==> src/rtl/pal_cfg_loader.sv <==
// Byte-to-serial configuration loader for the PAL array: takes SR_LEN bits as bytes from
// the host and clocks them, LSB first, into the PAL configuration chain via en/cfg.
module pal_cfg_loader #(
    parameter int N = 8,
    parameter int P = 8,
    parameter int M = 8
) (
    input  logic       clk,
    input  logic       res_n,
    input  logic       start,
    input  logic       abort,
    input  logic [7:0] byte_in,
    input  logic       byte_valid,
    output logic       byte_ready,
    output logic       sr_en,
    output logic       sr_cfg,
    output logic       busy,
    output logic       done,
    output logic       cfg_valid,
    output logic [1:0] dbg_state
);

    localparam int SR_LEN = 2*N*P + P*M;
    localparam int NBYTES = (SR_LEN + 7) / 8;
    localparam int CW     = $clog2(SR_LEN + 1);
    localparam int BW     = $clog2(NBYTES + 1);
    localparam logic [3:0] LAST_CNT = ((SR_LEN % 8) == 0) ? 4'd8 : 4'(SR_LEN % 8);

    typedef enum logic [1:0] {
        IDLE = 2'd0,
        LOAD = 2'd1,
        DONE = 2'd2
    } state_t;

    state_t        state_q, state_d;
    logic [CW-1:0] bits_left_q, bits_left_d;
    logic [BW-1:0] bytes_left_q, bytes_left_d;
    logic [7:0]    sh_q, sh_d;
    logic [3:0]    sh_cnt_q, sh_cnt_d;
    logic [7:0]    buf_q, buf_d;
    logic [3:0]    buf_cnt_q, buf_cnt_d;
    logic          cfg_valid_q, cfg_valid_d;

    logic          shifting;
    logic          accept;
    logic          sh_free;
    logic [3:0]    in_cnt;

    // Handshake: a byte transfers on a rising edge where byte_valid && byte_ready; byte_ready
    // depends only on registered state, and byte_in must be held while byte_valid waits.
    always_comb begin
        shifting   = (state_q == LOAD) && (sh_cnt_q != 4'd0);
        byte_ready = (state_q == LOAD) && (buf_cnt_q == 4'd0) && (bytes_left_q != '0);
        accept     = byte_valid && byte_ready;
        sh_free    = (sh_cnt_q <= 4'd1);
        // Only the final byte can be short when the chain is not a whole number of bytes.
        in_cnt     = (bytes_left_q == BW'(1)) ? LAST_CNT : 4'd8;

        sr_en      = shifting;
        sr_cfg     = shifting & sh_q[0];
        busy       = (state_q != IDLE);
        done       = (state_q == DONE);
        cfg_valid  = cfg_valid_q;
        dbg_state  = state_q;
    end

    always_comb begin
        state_d      = state_q;
        bits_left_d  = bits_left_q;
        bytes_left_d = bytes_left_q;
        sh_d         = sh_q;
        sh_cnt_d     = sh_cnt_q;
        buf_d        = buf_q;
        buf_cnt_d    = buf_cnt_q;
        cfg_valid_d  = cfg_valid_q;

        case (state_q)
            IDLE: begin
                if (start) begin
                    state_d      = LOAD;
                    cfg_valid_d  = 1'b0;
                    bits_left_d  = CW'(SR_LEN);
                    bytes_left_d = BW'(NBYTES);
                    sh_d         = '0;
                    sh_cnt_d     = '0;
                    buf_d        = '0;
                    buf_cnt_d    = '0;
                end
            end
            LOAD: begin
                if (abort) begin
                    state_d      = IDLE;
                    bits_left_d  = '0;
                    bytes_left_d = '0;
                    sh_d         = '0;
                    sh_cnt_d     = '0;
                    buf_d        = '0;
                    buf_cnt_d    = '0;
                end else begin
                    if (shifting) begin
                        sh_d        = {1'b0, sh_q[7:1]};
                        sh_cnt_d    = sh_cnt_q - 4'd1;
                        bits_left_d = bits_left_q - CW'(1);
                    end
                    // Refill SH in the cycle it empties so consecutive bytes shift with no gap.
                    if (sh_free) begin
                        if (buf_cnt_q != 4'd0) begin
                            sh_d      = buf_q;
                            sh_cnt_d  = buf_cnt_q;
                            buf_d     = '0;
                            buf_cnt_d = '0;
                        end else if (accept) begin
                            sh_d     = byte_in;
                            sh_cnt_d = in_cnt;
                        end
                    end else if (accept) begin
                        buf_d     = byte_in;
                        buf_cnt_d = in_cnt;
                    end
                    if (accept) begin
                        bytes_left_d = bytes_left_q - BW'(1);
                    end
                    if (shifting && (bits_left_q == CW'(1))) begin
                        state_d     = DONE;
                        cfg_valid_d = 1'b1;
                    end
                end
            end
            DONE: begin
                state_d = IDLE;
            end
            default: begin
                state_d = IDLE;
            end
        endcase
    end

    always_ff @(posedge clk or negedge res_n) begin
        if (!res_n) begin
            state_q      <= IDLE;
            bits_left_q  <= '0;
            bytes_left_q <= '0;
            sh_q         <= '0;
            sh_cnt_q     <= '0;
            buf_q        <= '0;
            buf_cnt_q    <= '0;
            cfg_valid_q  <= 1'b0;
        end else begin
            state_q      <= state_d;
            bits_left_q  <= bits_left_d;
            bytes_left_q <= bytes_left_d;
            sh_q         <= sh_d;
            sh_cnt_q     <= sh_cnt_d;
            buf_q        <= buf_d;
            buf_cnt_q    <= buf_cnt_d;
            cfg_valid_q  <= cfg_valid_d;
        end
    end

endmodule

==> config.mk <==
export PLATFORM = sky130hd
export DESIGN_NAME = pal_cfg_loader
export DESIGN_NICKNAME = d
export VERILOG_FILES = /design/src/rtl/pal_cfg_loader.sv
export SDC_FILE = /design/constraint.sdc
export NUM_CORES = 1
export LEC_CHECK = 0
export CAP_MARGIN = 20
export CORE_ASPECT_RATIO = 0.5
export CORE_MARGIN = 10
export CORE_UTILIZATION = 50
export DETAILED_ROUTE_END_ITERATION = 16
export GPL_ROUTABILITY_DRIVEN = 0
export HOLD_SLACK_MARGIN = 0.05
export PLACE_DENSITY_LB_ADDON = 0.08
export SYNTH_ARGS = -nofsm -noshare
export SYNTH_HDL_FRONTEND = slang
export SYNTH_SLANG_ARGS = --single-unit
==> constraint.sdc <==
create_clock -name clk -period 5.1 [get_ports clk]
set_input_delay 1.02 -clock clk [delete_from_list [all_inputs] [get_ports clk]]
set_output_delay 1.02 -clock clk [all_outputs]
set_load 0.05 [all_outputs]
==> metrics.txt, run 1 <==
EDFF count, synth=0; Critical Path RT=approximately 4.1 ns; Die ar.=a little over 0.007 mm^2; maximum vdd drop=0.2228 mV; Wirelength per Cell=~17 um; Post-CTS Hold Buffers=0; CTS H-tree depth=2; min Tclk post-route=between 3 and 4 ns; Avg Cell Area, Syn=10.20 um^2; total power=about 0.0014 W; PwrDens=between 500 and 600 mW/mm^2; TritonCTS clock tree=done; Net Count, Synth=between 200 and 250; unrepaired setup endpoints after global routing=no; Netlist cell types=just over 50; Mapped Cells=about 200; WP data arrival=2.82 ns; crit share post-route=75.27%; WHS=0.4828 ns; first-pass GRT wire length=around 8000 um; Seq cells post-synth=37; post_cts resized=0; pin count of the biggest net entering global routing=38; number of synthesis warnings=0; Tightest Pin Transition=~0.96 ns; highest clock rate=0.2605 GHz; share of cells above drive strength 1=10.76%; worst skew pair latency=about 0.29 ns; ANT nets after route=0; share of Yosys cell area claimed by the top area cell type=44.96%; Layout fillers=about 340; Initial Util=between 50% and 60%; flop2flop setup slack=between 2 and 3 ns; GR Util All Layers=between 10% and 20%; Post-route DRC=0; ratio of routed vias to standard cells=just under 6; number of global-route vias before repair=~1600; IO buf count=20; NumNets Final=240; CP cell instances=nor3b_1, and2_2, clkdlybuf4s50_1; Final setup viols=0; dpl hpwl=3335 um; CTS max path bufs=2; placed inst area=between 0.002 and 0.0025 mm^2; Fin Setup TNS=0 ns; Final Max Tran Viols=0; # clock sinks=37; TritonRoute pass-1 iters=4; skew final=between 0.009 and 0.01 ns; Synth Flop Type=dfrtp_1; initial DRC count=100; Ports=21; Final Cell Area=between 0.002 and 0.0025 mm^2; DP Cell Count=about 270; slowest cell delay on critical path=~0.87 ns; CP Launch Type=flip-flop; Fin. Hold Viols=0; Area growth syn-to-layout=17.31%; status=completed; count leader, synth=dfrtp_1; non-filler cells, final=~280; core area=~0.0039 mm^2; gr ovfl total=0; Die Wd=110.8 um; min-delay worst type=reg -> reg; clk slew on worst S/H paths=about 0.070 ns; Post-synth ARST share=between 90% and 100%; LEAKAGE=between 0.9 and 1 nW; CTS Buf Count=5; Site Rows=16; initial antenna violation count=0; sequential share of the synthesized area=about 45%; most instantiated cells after synthesis=dfrtp_1, nor2_1, mux2i_1; Via Count=1639; cell accounting for the most synthesized area=dfrtp_1; synthesized area=0.002059 mm^2; Rel. slew slack=a little over a third; top cells by area, synth=dfrtp_1, mux2i_1, a22o_1; post-CTS setup buffer count=0; Inserted Diodes=0; Die Ht=65.38 um; cell with the largest stage delay on the worst path=nor3b_1; Clock Root Buffer=clkbuf_8; kind of critical path=reg -> out; CP max FO=14; WL final=4660 um; Worst setup EP type=output port; Max-cap violations=0
## report_power, final
group / switching [W] / internal, W / leakage, nW
clock: 0.000110 / 0.000159 / 0.0574
sequential: 0.0000888 / 0.000370 / 0.497
combinational: 0.000367 / 0.000257 / 0.428
total: 0.000566 / 0.000787 / 0.982
## kinds of logic after synthesis
kind of cell | after synthesis | share of synthesized area, %
and+or+nand+nor | 67 | 18.41
adders and majority gates | 5 | 3.038
AOI/OAI and AO/OA | 58 | 21.26
xor gates and xnor gates | 5 | 2.126
DFF | 37 | 44.96
muxes | 15 | 7.290
buffers and inverters | 15 | 2.916
## final cells by class
type / instances / area (um^2) / share of cell area [%]
inverters: 7 / 26.28 / 1.088
clock buffers: 6 / 82.58 / 3.418
well taps: 54 / 67.56 / 2.796
flip-flops and latches: 37 / 925.9 / 38.32
clock inverters: 2 / 37.54 / 1.554
multi-input cells: 150 / 1074 / 44.43
repair buffers: 21 / 202.7 / 8.389
## metrics by stage
| stage | worst slack, ns | util, % |
|---|---|---|
| after floorplan | 1.825 | - |
| after global placement | 1.671 | 58.22 |
| after detailed placement | 1.582 | 58.22 |
| after CTS | 1.257 | 61.26 |
| after global routing | 1.023 | 61.26 |
| final | 1.261 | 61.26 |
## critical path: cells and delay by family, from the launching register on
kind	cells	cell delay [ns]
and+or+nand+nor	2	1.14
buffers and inverters	1	0.80
DFF	1	0.60
## registers in the layout (all words and copies together) (netlist names)
| name | count |
|---|---|
| dbg_state | 2 |
| bits_left_q | 8 |
| buf_q | 8 |
| bytes_left_q | 5 |
| cfg_valid | 1 |
| sh_cnt_q | 4 |
| sh_q | 8 |
| buf_cnt_q | 1 |
## layout by cell type, fill, tap and decap left out, types with 3 or more instances in the layout
master,count
or2_2,4
clkbuf_8,6
nand3_1,7
a22o_1,8
o21ai_0,12
nor3_1,4
o221ai_1,8
nand2b_1,4
nand4_1,3
nand2_1,9
xor2_1,4
mux2i_1,15
a21oi_1,7
dfrtp_1,37
ha_1,5
inv_1,7
nor2_1,17
clkdlybuf4s50_1,19
## per-layer routing
metal / GRT usage, % / up-vias / wire, um
met1: 17.22 / 803 / 2398
met5: 0 / - / 0
met4: 2.581 / 0 / 23
met2: 19.59 / 31 / 2032
met3: 4.529 / 4 / 205
li1: - / 801 / -
## final timing paths
check / from / endpoint / cells past startpoint
max: buf_cnt_q[3]$_DFFE_PN0P_ / byte_ready / 3
min: cfg_valid$_DFFE_PN0P_ / cfg_valid$_DFFE_PN0P_ / 2
max reg2reg: buf_cnt_q[3]$_DFFE_PN0P_ / bytes_left_q[4]$_DFFE_PN0P_ / 4
min reg2reg: cfg_valid$_DFFE_PN0P_ / cfg_valid$_DFFE_PN0P_ / 2
max in group asynchronous: res_n / bytes_left_q[0]$_DFFE_PN0P_ / 1
min in group asynchronous: res_n / bits_left_q[6]$_DFFE_PN0P_ / 1
No activity file was read; power rests on OpenSTA's default activity.
==> run 2, diff against run 1 <==
==> constraint.sdc (replaced) <==
create_clock -name clk -period 3.5 [get_ports clk]
set_input_delay 0.7 -clock clk [delete_from_list [all_inputs] [get_ports clk]]
set_output_delay 0.7 -clock clk [all_outputs]
set_load 0.05 [all_outputs]
==> metrics.txt, run 2 (same netlist as run 1, synthesis figures left out) <==
Worst R2R Start=sh_cnt_q[0]$_DFFE_PN0P_; ANT nets after route=0 (unchanged); CP Launch Type=flip-flop; number of global-route vias before repair=1678 (+6.5%); pin count of the biggest net entering global routing=38 (unchanged); Hold Crit Depth=2 (unchanged); Final Max Tran Viols=0 (unchanged); Tightest Pin Transition=0.8753 ns (-0.08091 ns); Post-CTS Hold Buffers=0 (unchanged); non-filler cells, final=278 (+0.36%); Final Cell Area=0.002395 mm^2 (-0.88%); # clock sinks=37 (unchanged); PwrDens=786.2 mW/mm^2 (+40%); commonest non-fill, non-tap cell in the layout=dfrtp_1; min Tclk post-route=between 2 and 3 ns; NumNets Final=242 (+0.83%); Critical Path RT=2.80 ns (-1.28 ns); initial DRC count=134 (+34%); Site Rows=16 (unchanged); dpl hpwl=3349 um (+0.42%); Fin Setup TNS=0 ns (unchanged); Initial Util=52.22% (unchanged); TritonRoute pass-1 iters=4 (unchanged); post_cts resized=0 (unchanged); WP data arrival=2.20 ns (-0.62 ns); WL final=4706 um (+0.99%); post-CTS setup buffer count=0 (unchanged); IO buf count=20 (unchanged); Top Registers=bits_left_q (8), buf_q (8), sh_q (8); min-delay worst type=reg -> reg; Die Wd=110.8 um (unchanged); Area growth syn-to-layout=16.28%; LEAKAGE=0.9796 nW (-0.22%); CP max FO=12 (-2); Worst setup EP type=output port; CP startpoint=dbg_state[0]$_DFFE_PN0P_; total power=0.001883 W (+39%); share of cells above drive strength 1=11.16% (+0.40 points); Die ar.=0.007241 mm^2 (unchanged); Post-route DRC=0 (unchanged); Clock Root Buffer=clkbuf_8; clk slew on worst S/H paths=0.07 ns (about the same); crit share post-route=between 80% and 90%; CTS H-tree depth=2 (unchanged); Hold Startpoint=cfg_valid$_DFFE_PN0P_; Rel. slew slack=41.53% (+5.4 points); CTS Buf Count=5 (unchanged); Wirelength per Cell=16.93 um (+0.62%); placed inst area=0.002308 mm^2 (+0.54%); CTS max path bufs=2 (unchanged); gr ovfl total=0 (unchanged); Fin. Hold Viols=0 (unchanged); skew final=0.006456 ns (-0.003217 ns); TritonCTS clock tree=done; ratio of routed vias to standard cells=5.989 (+1.2%); kind of critical path=reg -> out; first-pass GRT wire length=8224 um (+5.4%); reg2reg path depth=5 (+1); DP Cell Count=271 (+0.74%); post-layout util=60.72% (-0.54 points); Ports=21 (unchanged); highest clock rate=roughly 0.34 GHz; maximum vdd drop=0.3246 mV (+46%); unrepaired setup endpoints after global routing=no; Final setup viols=0 (unchanged); initial antenna violation count=0 (unchanged); Die Ht=65.38 um (unchanged); status=completed; core area=0.003944 mm^2 (unchanged); Via Count=1665 (+1.6%); Inserted Diodes=0 (unchanged); GR Util All Layers=13.62% (+0.77 points); Max-cap violations=0 (unchanged); worst skew pair latency=0.29 ns (about the same); most frequent cells in the layout=dfrtp_1, clkdlybuf4s50_1, nor2_1
## run 2: through the flow
stage	hold WS (ns)	worst slack, ns
after floorplan	0.4044	0.5452
after global placement	0.4686	0.9276
after detailed placement	0.4860	0.8852
after CTS	0.5025	0.5708
after global routing	0.5209	0.4211
final	0.4898	0.5957
## run 2: area by class of cell
| class | instances | area (um^2) |
|---|---|---|
| clock buffers | 7 | 86.33 |
| fillers | 340 | 1549 |
| inverters | 7 | 26.28 |
| multi-input cells | 150 | 1074 |
| flip-flops and latches | 37 | 925.9 |
| well taps | 54 | 67.56 |
| repair buffers | 23 | 215.2 |
## run 2: power by group
part,switching (W),internal (W),total [W]
sequential,0.000129,0.000540,0.000670
combinational,0.000535,0.000377,0.000913
clock,0.000145,0.000156,0.000301
total,0.000809,0.00107,0.00188
## run 2: per-layer routing
metal / GRT usage [%] / share of wire, %
met5: 0 / 0
met4: 3.387 / 0.89
met2: 20.18 / 43
met3: 4.982 / 4.9
met1: 18.38 / 51
## run 2: worst paths after layout
| path | end | slack [ns] |
|---|---|---|
| setup / recovery | sr_cfg | 0.60 |
| hold / removal | cfg_valid$_DFFE_PN0P_ | 0.49 |
| setup reg to reg | sh_q[6]$_DFFE_PN0P_ | 1.33 |
| hold reg to reg | cfg_valid$_DFFE_PN0P_ | 0.49 |
| max in group asynchronous | bytes_left_q[0]$_DFFE_PN0P_ | 2.47 |
| min in group asynchronous | dbg_state[1]$_DFFE_PN0P_ | 0.50 |
## run 2: worst max-delay path, stage by stage (launching register included)
cell,delay [ns]
dfrtp_1,0.54
nand2b_1,0.23
a21oi_2,0.20
and2_1,0.14
clkdlybuf4s50_1,0.80
==> run 3, diff against run 2 <==
==> constraint.sdc (replaced) <==
create_clock -name clk -period 3 [get_ports clk]
set_input_delay 0.6 -clock clk [delete_from_list [all_inputs] [get_ports clk]]
set_output_delay 0.6 -clock clk [all_outputs]
set_load 0.05 [all_outputs]
==> metrics.txt, run 3 (same netlist as run 1, synthesis figures left out) <==
Ports=21 (unchanged); share of cells above drive strength 1=13.22% (+2.1 points); status=completed; gr ovfl total=0 (unchanged); min-delay worst type=in -> async; first-pass GRT wire length=8252 um (+0.34%); Die ar.=0.007241 mm^2 (unchanged); CP Launch Type=flip-flop; Clock Root Buffer=clkbuf_8; Tightest Pin Transition=0.8400 ns (-0.03530 ns); highest clock rate=about 0.41 GHz; GR Util All Layers=14.00% (+0.38 points); worst skew pair latency=0.30 ns (about the same); initial DRC count=100 (-25%); Die Ht=65.38 um (unchanged); LEAKAGE=1.018 nW (+3.9%); min Tclk post-route=around 2.4 ns; Inserted Diodes=0 (unchanged); TritonRoute pass-1 iters=4 (unchanged); unrepaired setup endpoints after global routing=no; Rel. slew slack=44.00% (+2.5 points); Fin. Hold Viols=0 (unchanged); most frequent cells in the layout=dfrtp_1, nor2_1, clkdlybuf4s50_1; pin count of the biggest net entering global routing=38 (unchanged); CP max FO=6 (-6); ratio of routed vias to standard cells=6.021 (+0.54%); Area growth syn-to-layout=20.05%; Worst setup EP type=output port; initial antenna violation count=0 (unchanged); Post-CTS Hold Buffers=0 (unchanged); total power=0.002363 W (+26%); reg2reg path depth=6 (+1); Max-cap violations=0 (unchanged); post-CTS setup buffer count=0 (unchanged); skew final=0.007529 ns (+0.001073 ns); WP data arrival=1.85 ns (-0.35 ns); Die Wd=110.8 um (unchanged); post-layout util=62.69% (+2.0 points); RR Endpoint=sh_cnt_q[1]$_DFFE_PN0P_; # clock sinks=37 (unchanged); Final Max Tran Viols=0 (unchanged); crit share post-route=between 80% and 90%; ANT nets after route=0 (unchanged); kind of critical path=reg -> out; number of global-route vias before repair=1656 (-1.3%); flop2flop setup slack=0.81 ns (-0.52 ns); CTS max path bufs=2 (unchanged); Site Rows=16 (unchanged); post_cts resized=0 (unchanged); NumNets Final=244 (+0.83%); Initial Util=52.22% (unchanged); dpl hpwl=3399 um (+1.5%); CTS Buf Count=5 (unchanged); Critical Path RT=2.40 ns (-0.40 ns); maximum vdd drop=0.3370 mV (+3.8%); Fin Setup TNS=0 ns (unchanged); CTS H-tree depth=2 (unchanged); clk slew on worst S/H paths=0.08 ns (about the same); Via Count=1692 (+1.6%); WL final=4876 um (+3.6%); commonest non-fill, non-tap cell in the layout=dfrtp_1; Wirelength per Cell=17.35 um (+2.5%); core area=0.003944 mm^2 (unchanged); PwrDens=955.9 mW/mm^2 (+22%); Top Registers=bits_left_q (8), buf_q (8), sh_q (8); IO buf count=20 (unchanged); TritonCTS clock tree=done; Post-route DRC=0 (unchanged); Final setup viols=0 (unchanged); Worst R2R Start=bytes_left_q[0]$_DFFE_PN0P_
## run 3: critical path, stage by stage (launching register included)
cell and delay (ns):
dfrtp_1 0.42, inv_1 0.07, ha_1 0.18, or4b_4 0.51, and2_2 0.22, buf_12 0.15
## run 3: metal layers
layer / GRT usage, % / vias to the layer above / part of all wire [%]
li1: - / 811 / -
met1: 18.26 / 822 / 48
met2: 20.83 / 49 / 43
met3: 4.529 / 10 / 6.8
met4: 6.290 / 0 / 2.1
met5: 0 / - / 0
## run 3: through the flow
stage	setup WS (ns)	std cells	area [um^2]	hold WS, ns
finish	0.5518	281	2472	0.4018
floorplan	0.1452	202	2059	0.3044
global placement	0.5492	273	2356	0.4713
global route	0.4185	281	2472	0.4673
CTS	0.5265	281	2472	0.4289
detailed placement	0.5046	273	2356	0.4710
## run 3: power breakdown
| group | internal, W | switching, W | total, W |
|---|---|---|---|
| clock network | 0.000271 | 0.000189 | 0.000460 |
| registers | 0.000630 | 0.000151 | 0.000780 |
| logic | 0.000487 | 0.000637 | 0.00112 |
| total | 0.00139 | 0.000976 | 0.00236 |
## run 3: how the worst max path moves through the flow
stage,start,to,slack (ns),depth (start not counted)
floorplan,dbg_state[0]$_DFFE_PN0P_,sr_cfg,0.15,5
CTS,dbg_state[0]$_DFFE_PN0P_,sr_cfg,0.53,5
global placement,abort,sh_q[1]$_DFFE_PN0P_,0.55,5
finish,bytes_left_q[0]$_DFFE_PN0P_,byte_ready,0.55,5
global route,dbg_state[0]$_DFFE_PN0P_,sr_cfg,0.42,5
detailed placement,abort,sh_q[2]$_DFFE_PN0P_,0.50,5
## run 3: layout make-up
type / count / area, um^2
clock inverters: 1 / 30.03
fillers: 312 / 1471
flip-flops and latches: 37 / 925.9
well taps: 54 / 67.56
multi-input cells: 150 / 1074
repair buffers: 25 / 262.8
inverters: 7 / 26.28
clock buffers: 7 / 86.33
